===== config.mk =====
export PLATFORM = sky130hd
export DESIGN_NAME = vedic_mult_seq
export DESIGN_NICKNAME = d
export VERILOG_FILES = /design/src/rtl/vedic_mult_seq.sv
export SDC_FILE = /design/constraint.sdc
export NUM_CORES = 1
export LEC_CHECK = 0
export ABC_AREA = 1
export CAP_MARGIN = 40
export CELL_PAD_IN_SITES_DETAIL_PLACEMENT = 0
export CELL_PAD_IN_SITES_GLOBAL_PLACEMENT = 2
export CORE_ASPECT_RATIO = 1.1
export CORE_UTILIZATION = 37
export DETAILED_ROUTE_END_ITERATION = 16
export DONT_BUFFER_PORTS = 1
export GPL_ROUTABILITY_DRIVEN = 0
export GPL_TIMING_DRIVEN = 0
export PLACE_DENSITY = 0.86
export REMOVE_ABC_BUFFERS = 1
export SETUP_SLACK_MARGIN = 0.3
export SLEW_MARGIN = 40
export SYNTH_ARGS = -nofsm -noshare
export SYNTH_HDL_FRONTEND = slang
export SYNTH_SLANG_ARGS = --single-unit

===== constraint.sdc =====
create_clock -name clk -period 109.7 [get_ports clk]
set_input_delay 32.91 -clock clk [delete_from_list [all_inputs] [get_ports clk]]
set_output_delay 32.91 -clock clk [all_outputs]
set_load 0.02 [all_outputs]

===== src/rtl/vedic_mult_seq.sv =====
// Sequential Urdhva-Tiryagbhyam unsigned multiplier: one product column per clock,
// counting the ones among that column's crosswise partial products plus the running carry.
module vedic_mult_seq #(
    parameter int W = 8
) (
    input  logic           clk,
    input  logic           rst,
    input  logic           start,
    input  logic [W-1:0]   a,
    input  logic [W-1:0]   b,
    output logic           busy,
    output logic           done,
    output logic [2*W-1:0] p
);
    localparam int CW  = $clog2(W) + 2;
    localparam int CLW = $clog2(2 * W);
    localparam logic [CLW-1:0] LAST_COL = CLW'(2 * W - 1);

    typedef enum logic [1:0] {IDLE, RUN, DONE} state_t;

    state_t         state;
    logic [W-1:0]   ra;
    logic [W-1:0]   rb;
    logic [CW-1:0]  carry;
    logic [CLW-1:0] col;
    logic [CW-1:0]  pp;
    logic [CW:0]    s;

    // Crosswise terms of column col: every pair (i, j) with i + j == col
    always_comb begin
        pp = '0;
        for (int i = 0; i < W; i++) begin
            for (int j = 0; j < W; j++) begin
                if (col == CLW'(i + j))
                    pp = pp + CW'(ra[i] & rb[j]);
            end
        end
    end

    assign s = {1'b0, pp} + {1'b0, carry};

    always_ff @(posedge clk) begin
        if (rst) begin
            state <= IDLE;
            busy  <= 1'b0;
            done  <= 1'b0;
            p     <= '0;
            carry <= '0;
            col   <= '0;
            ra    <= '0;
            rb    <= '0;
        end else begin
            case (state)
                IDLE: begin
                    if (start) begin
                        ra    <= a;
                        rb    <= b;
                        p     <= '0;
                        carry <= '0;
                        col   <= '0;
                        busy  <= 1'b1;
                        state <= RUN;
                    end
                end
                RUN: begin
                    p[col] <= s[0];
                    carry  <= s[CW:1];
                    col    <= col + CLW'(1);
                    if (col == LAST_COL) begin
                        busy  <= 1'b0;
                        done  <= 1'b1;
                        state <= DONE;
                    end
                end
                DONE: begin
                    done  <= 1'b0;
                    state <= IDLE;
                end
                default: state <= IDLE;
            endcase
        end
    end

    // The top column has no terms, so anything left in the carry there is a lost product bit
    always_ff @(posedge clk) begin
        if (!rst && state == RUN && col == LAST_COL)
            assert (s[CW:1] == '0);
    end

endmodule


Yosys cells after proc, flatten, opt, wreduce, memory -nomap -nowiden
Cells that the tools add are included.

Memories: 0. Register bits: 45. Bits in latches: 0. Bits of input ports: 19. Memory bits (writable): 0. Memory bits (read-only): 0.

Muxes and demuxes: 81. Equal/unequal tests: 19. Multiply operators: 0. Bitwise gates (word level): 64. Shifts and indexed selects: 0. Magnitude comparators: 2. Add/subtract/negate cells: 65. Reductions and logical operators: 10. Div/mod/pow operators: 0.

Operators by type and width (count): two-way mux 5 bit (64); adder 5 x 1 -> 5 bit (63); AND 1 bit (64); == test 4 bit, second input constant (8); one-hot mux 16 bit (2 select lines) (1); bitwise mux 16 bit (1); == test 4 x 3 -> 1 bit, second input constant (4); two-way mux 16 bit (1); one-hot mux 5 bit (2 select lines) (1); == test 4 x 2 -> 1 bit, second input constant (2); one-hot mux 4 bit (2 select lines) (1); AND reduction 2 bit (4); adder 5 x 5 -> 6 bit (1); less-than comparator 4 x 5 -> 1 bit, second input constant (1); two-way mux 1 bit (5); adder 4 x 1 -> 4 bit, second input constant (1); demux 1 bit (select 4 bit) (1); == test 4 x 1 -> 1 bit, second input constant (1); greater-or-equal comparator 4 x 1 -> 1 bit, second input constant (1); zero test 4 bit (1); two-way mux 2 bit (2); two-way mux 4 bit (1); != test 2 bit, second input constant (2); one-hot mux 1 bit (2 select lines) (2); 7 further kinds (8).

Longest topological paths before layout
Gate-level depths: netlist of the first run.

Depth after elaboration: 131. Gate-level depth with buffers: 223. Depth with buffers taken out: 223.

Least setup slack after synthesis of the first run
Ideal clock, no wire load.

Path kind: register to register. Start point: register col[0]. End point: register carry[4]. Clock period less this slack: 35318 ps. Arrival: 35247 ps. Slack: 74382 ps. Stages on the path, launching flop included: 218. Data required time: 109630 ps. Cell sequence: dfxtp_1 inv_1 ha_1 nand2_1 nor2_1 ha_1 nand2_1 nand2_1 ha_1 nor2_1 a31oi_1 ha_1 inv_1 o21ai_0 ha_1 ha_1 nand2_1 nand2_1 (+182 left out) nand2_1 ha_1 o21ai_0 inv_1 ha_1 nand2_1 nand2_1 ha_1 o21a_1 ha_1 o21ai_0 inv_1 ha_1 a31oi_1 or2_2 a21oi_1 o21ai_0 a21oi_1.

Word-level cells in the longest chain between the ends: 130. Elaborated cells on any way between the ends: 144.

Ends and longest elaborated chain: start, declared (line 25) `logic [CLW-1:0] col;`; start signal, assigned (line 68) `col <= col + CLW'(1);`; zero test 4 bit (line 34) `if (col == CLW'(i + j))`; two-way mux 1 bit (line 34); adder 5 x 1 -> 5 bit (line 35) `pp = pp + CW'(ra[i] & rb[j]);`; two-way mux 5 bit (line 34); adder 5 x 1 -> 5 bit (line 35); two-way mux 5 bit (line 34); adder 5 x 1 -> 5 bit (line 35); two-way mux 5 bit (line 34); (+114 left out); adder 5 x 1 -> 5 bit (line 35); two-way mux 5 bit (line 34); adder 5 x 1 -> 5 bit (line 35); two-way mux 5 bit (line 34); adder 5 x 1 -> 5 bit (line 35); two-way mux 5 bit (*) (line 34); adder 5 x 5 -> 6 bit (*) (line 40) `assign s = {1'b0, pp} + {1'b0, carry};`; one-hot mux 5 bit (2 select lines) (*) (line 53) `case (state)`; end signal, assigned (line 67) `carry <= s[CW:1];`; end, declared (line 24) `logic [CW-1:0] carry;`.

Mark *: on every way between the ends. The rest lies on a longest branch, timed or not. A chain may end at the register's enable or synchronous reset.

Worst setup path in the final report of the first run
Start point: register col[3]. End point: register carry[4].

The elaborated chain is that of the path after synthesis.

==> results of run 1 <==
==> power by group through the flow <==
stage	Clock, mW	Combinational [mW]	Sequential, mW
floorplan	0	0.0195	0.0197
global placement	0	0.0236	0.0212
detailed placement	0	0.0246	0.0213
CTS	0.0163	0.0247	0.0209
global route	0.0170	0.0299	0.0212
finish	0.0158	0.0245	0.0210
==> area by class of cell <==
class / instances / area share
clock buffer: 5 / 0.0115
clock inverter: 3 / 0.00229
inverter: 358 / 0.124
multi-input combinational: 1482 / 0.738
sequential: 45 / 0.0826
tap: 363 / 0.0416
==> per-stage QoR <==
step	power, mW	cells	cell area (sq um)
floorplan	0.0392	1885	10300
CTS	0.0619	2256	10900
finish	0.0613	2256	10900
global route	0.0681	2256	10900
global placement	0.0448	2248	10700
detailed placement	0.0459	2248	10800
==> synthesized netlist by cell type (all sizes together) <==
cell type    n  area [sq um]
a21oi       51           255
clkbuf      42           238
nand2      704          2850
o31ai        1          7.51
ha         134          1680
or2         42           263
nand3      254          1480
nor2       166           671
nand4       14          87.6
o21a         3          22.5
nand3b      28           210
clkinv       2          7.51
fa           1          20.0
xor2         1          8.76
a21boi       1          7.51
a31oi       10          62.6
inv        356          1340
dfxtp       45           901
and2         9          56.3
a211oi       1          7.51
buf         12          95.1
o21ai       58           290
o211ai       3          22.5
o2111ai      1          8.76
==> worst paths after layout <==
kind,to,slack (ns)
worst max-delay path,carry[4]$_SDFFE_PP0P_,71.84
worst min-delay path,carry[2]$_SDFFE_PP0P_,0.46
worst max register to register,carry[4]$_SDFFE_PP0P_,71.84
worst min register to register,carry[2]$_SDFFE_PP0P_,0.46
==> registers in the layout, summed over array words and instances, names as in the netlist <==
register  flops
busy          1
carry         5
col           4
done          1
p            16
ra            8
rb            8
state         2
==> worst reg2reg max path, delay by kind of cell (launching register included) <==
family	cells	cell delay, ns
fa+ha+maj	65	18.45
buf+inv	27	1.62
flops	1	0.41
simple gates	103	13.32
compound gates	21	3.91
==> cells by family (layout without fill, tap and decap cells) <==
family	Yosys count	in the layout	synth area share
buf+inv	412	366	0.159
compound gates	129	129	0.0646
xor+xnor	1	1	0.000827
fa+ha+maj	135	135	0.160
flops	45	45	0.0851
simple gates	1217	1217	0.530
==> per-layer routing <==
metal,share of wire,GRT usage,wire length [um]
met3,0.033,0.0180,901
met1,0.50,0.268,13800
met4,0.0064,0.0183,178
met2,0.46,0.348,12700
met5,0,0,0
==> metrics.txt, run 1 <==
outcome=completed; GR Util All Layers=0.198; clock share of power=0.258; initial antenna violation count=0; CTS max path bufs=2; Data arrival, critical path=38.09 ns; first-pass GRT wire length=about 48000 um; area grow syn2layout=3.04%; die area=29300 sq um; clock slew at reported path FFs=approximately 0.070 ns; switching share of total power=0.436; CP most frequent cell=nand2_1; crit path time final=between 30 and 40 ns; commonest non-fill, non-tap cell in the layout=nand2_1; WP depth=between 200 and 250; Max-Cap Viols=0; Post-DP HPWL=21600 um; number of global-route vias before repair=between 10000 and 15000; Final Hold Violating Endpoints=0; Final Util=0.390; largest net degree at the start of global routing=32; ANT nets after route=0; HP Start=carry[2]$_SDFFE_PP0P_; commonest cells after routing, fill and taps aside=nand2_1, inv_1, nand3_1; Gate power share=0.400; Leak Pwr=6.90 nW; Highest Clock Rate=26.4 MHz; clock skew=a little under 0.01 ns; drt pass-1 iters=5; Die Ht=between 150 and 200 um; FP Rows=64; multi-input logic area=8050 sq um; Post-Synthesis Cells=1939; setup TNS=0 ns; max incr delay on CP=0.41 ns; final setup vio count=0; pre-CTS WS=71.80 ns; share of cells above drive strength 1=0.101; chip width=163 um; Hold Buf Count CTS=0; antenna diode count=0; Cell variety after synth=39; Crit Path Category=reg2reg; # Post-CTS Setup Buffers=0; CTS tree=yes; RSZ-0062 raised after global routing=false; IO buf count=0; Detailed Route WL=27600 um; setup ws final=71.84 ns; CTS buffer count=5; P per Cell Area=5.62 nW/um^2; routed len/inst=about 12 um; hold depth=2; Vias per Instance=4.74; post-cts resize count=0; max-slew violations=0; worst min path class=reg2reg; delay-heaviest family, CP=adder cells; Starting DRT DRC Count=435; DRC viols=0; worst hold slack=0.463 ns; slowest CP cell=dfxtp_1; DR vias=10700; Reg area=901 sq um; #FFs+latches synth=45; I/O pin total=37; Seq pwr share=0.342; crit end category=flop; Worst Path Required=109.93 ns; R2R Path Start=col[3]$_SDFFE_PP0P_; Worst setup SP type=flop; R2R depth=216; layout filler cell count=3182; Layout Nets=~2000; CORE AREA=about 28000 sq um; CP startpoint=col[3]$_SDFFE_PP0P_; synthesized area per cell=5.46 sq um; critical-path maximum fanout=7; yosys warns=0; Sink Count=45; worst vdd ir=slightly below 0.00001 V; Worst Tran Pin Value=between 0.7 and 0.8 ns; Mapped Area=10600 sq um; clk_lat worst skew=0.29 ns; NetSw=26.7 uW; headroom to the max-slew limit=0.467; Pint=34.6 uW; final worst-path cycle share=0.345; total gr overflow=0; CTS root buffer=clkbuf_16; Initial Util=0.379; buffers and inverters on the worst path=27; post-synthesis sequential area ratio=0.0851; H-Tree Depth=2
No activity file was read; power rests on OpenSTA's default activity.
==> run 2, diff against run 1 <==
CORE_UTILIZATION = 35   (was 37)
PLACE_DENSITY = 0.82   (was 0.86)
clock period = 35.2 ns   (was 109.7 ns; I/O delays follow)
==> metrics.txt, run 2 (same netlist as run 1, synthesis figures left out) <==
outcome=completed; first-pass GRT wire length=51400 um; clock skew=between 0.006 and 0.007 ns; final setup vio count=0; setup TNS=0 ns; critical-path maximum fanout=5; Worst setup SP type=flop; pre-CTS WS=-2.73 ns; commonest cells after routing, fill and taps aside=nand2_1, inv_1, nand3_1; Die Ht=around 180 um; Starting DRT DRC Count=about 450; CORE AREA=29600 sq um; Top Registers=p (16), ra (8), rb (8); Post-DP HPWL=22000 um; Initial Util=0.357; total gr overflow=0; chip width=between 150 and 200 um; worst hold slack=0.462 ns; max-slew violations=0; WHS Endpoint=carry[4]$_SDFFE_PP0P_; slowest CP cell=dfxtp_4; crit path time final=33.69 ns; FP Rows=66; Worst Path Required=35.43 ns; die area=30900 sq um; ANT nets after route=0; Top Layer Used=met4; met3 routed WL=1180 um; GR Util All Layers=0.203; Sink Count=45; placed cell areas=10800 sq um; Detailed Route WL=32400 um; CP most frequent cell=buf_4; Highest Clock Rate=29.7 MHz; clk_lat worst skew=a little under 0.3 ns; fin cells=2422; layout filler cell count=about 3200; CTS max path bufs=2; final worst-path cycle share=0.957; Hold Buf Count CTS=0; Crit Path Category=reg2reg; share of cells above drive strength 1=0.288; HP Start=carry[4]$_SDFFE_PP0P_; routed len/inst=13.4 um; max incr delay on CP=about 0.37 ns; setup ws final=around 1.5 ns; Final Hold Violating Endpoints=0; CTS root buffer=clkbuf_16; Register-to-Register Setup Slack=1.51 ns; largest net degree at the start of global routing=32; Vias per Instance=4.83; area grow syn2layout=27.8%; H-Tree Depth=2; headroom to the max-slew limit=0.390; P per Cell Area=19.4 nW/um^2; max reg flops=16; Max-Cap Viols=0; Inst Count DP=2260; Worst Tran Pin Value=0.909 ns; R2R Path Start=col[3]$_SDFFE_PP0P_; post-route cell area=13500 sq um; total power=approximately 260 uW; post-route met1 wirelength=15000 um; Leak Pwr=~7.9 nW; IO buf count=0; hold depth=2; DRC viols=0; R2R depth=256; CTS buffer count=5; number of global-route vias before repair=between 10000 and 15000; CTS tree=yes; commonest non-fill, non-tap cell in the layout=nand2_1; worst vdd ir=around 0.000028 V; met2 wire length=15600 um; Final Util=0.457; clock slew at reported path FFs=roughly 0.070 ns; worst min path class=reg2reg; DR vias=between 10000 and 15000; worst r2r dst=carry[4]$_SDFFE_PP0P_; Top reg by flops=p; Data arrival, critical path=33.92 ns; RSZ-0062 raised after global routing=false; crit end category=flop; Layout Nets=2200; I/O pin total=37; drt pass-1 iters=5; initial antenna violation count=1
run 2: per-layer routing:
layer / vias up / track usage
met4: 0 / 0.0330
met3: 46 / 0.0172
met2: 181 / 0.372
met1: 5217 / 0.260
met5: - / 0
li1: 6243 / -
run 2: cell type report:
cell class | instances | area (sq um) | area share
tap | 374 | 468 | 0.0346
sequential | 45 | 920 | 0.0679
multi-input combinational | 1482 | 9430 | 0.697
inverter | 358 | 1360 | 0.100
clock inverter | 2 | 38.8 | 0.00287
clock buffer | 6 | 129 | 0.00952
timing repair buffer | 154 | 1190 | 0.0877
antenna | 1 | 2.50 | 0.000185
run 2: how the worst max path moves through the flow:
stage | from | endpoint
global placement | col[3]$_SDFFE_PP0P_ | carry[4]$_SDFFE_PP0P_
CTS | col[1]$_SDFFE_PP0P_ | carry[4]$_SDFFE_PP0P_
global route | col[0]$_SDFFE_PP0P_ | carry[4]$_SDFFE_PP0P_
detailed placement | col[3]$_SDFFE_PP0P_ | carry[4]$_SDFFE_PP0P_
floorplan | col[0]$_SDFFE_PP0P_ | carry[4]$_SDFFE_PP0P_
finish | col[3]$_SDFFE_PP0P_ | carry[4]$_SDFFE_PP0P_
run 2: critical path: cells and delay by family (launching register included):
family | cells | cell delay, ns
AND/OR/NAND/NOR | 111 | 11.03
XOR/XNOR | 1 | 0.15
flip-flops | 1 | 0.37
adder cells (fa/ha/maj) | 48 | 11.69
AO/OA/AOI/OAI | 14 | 1.73
buffers and inverters | 82 | 8.69
run 2: report_power, final:
| group | leakage (nW) | internal [mW] | switching [mW] |
|---|---|---|---|
| clock network | 0.0811 | 0.0337 | 0.0219 |
| registers | 0.371 | 0.0548 | 0.0108 |
| logic | 7.40 | 0.0666 | 0.0749 |
run 2: timing repair:
item,in CTS,in global routing
setup endpoints to repair,21,21
pin swaps,54,186
resized for setup,86,265
hold endpoints to repair,0,0
setup buffers,107,45
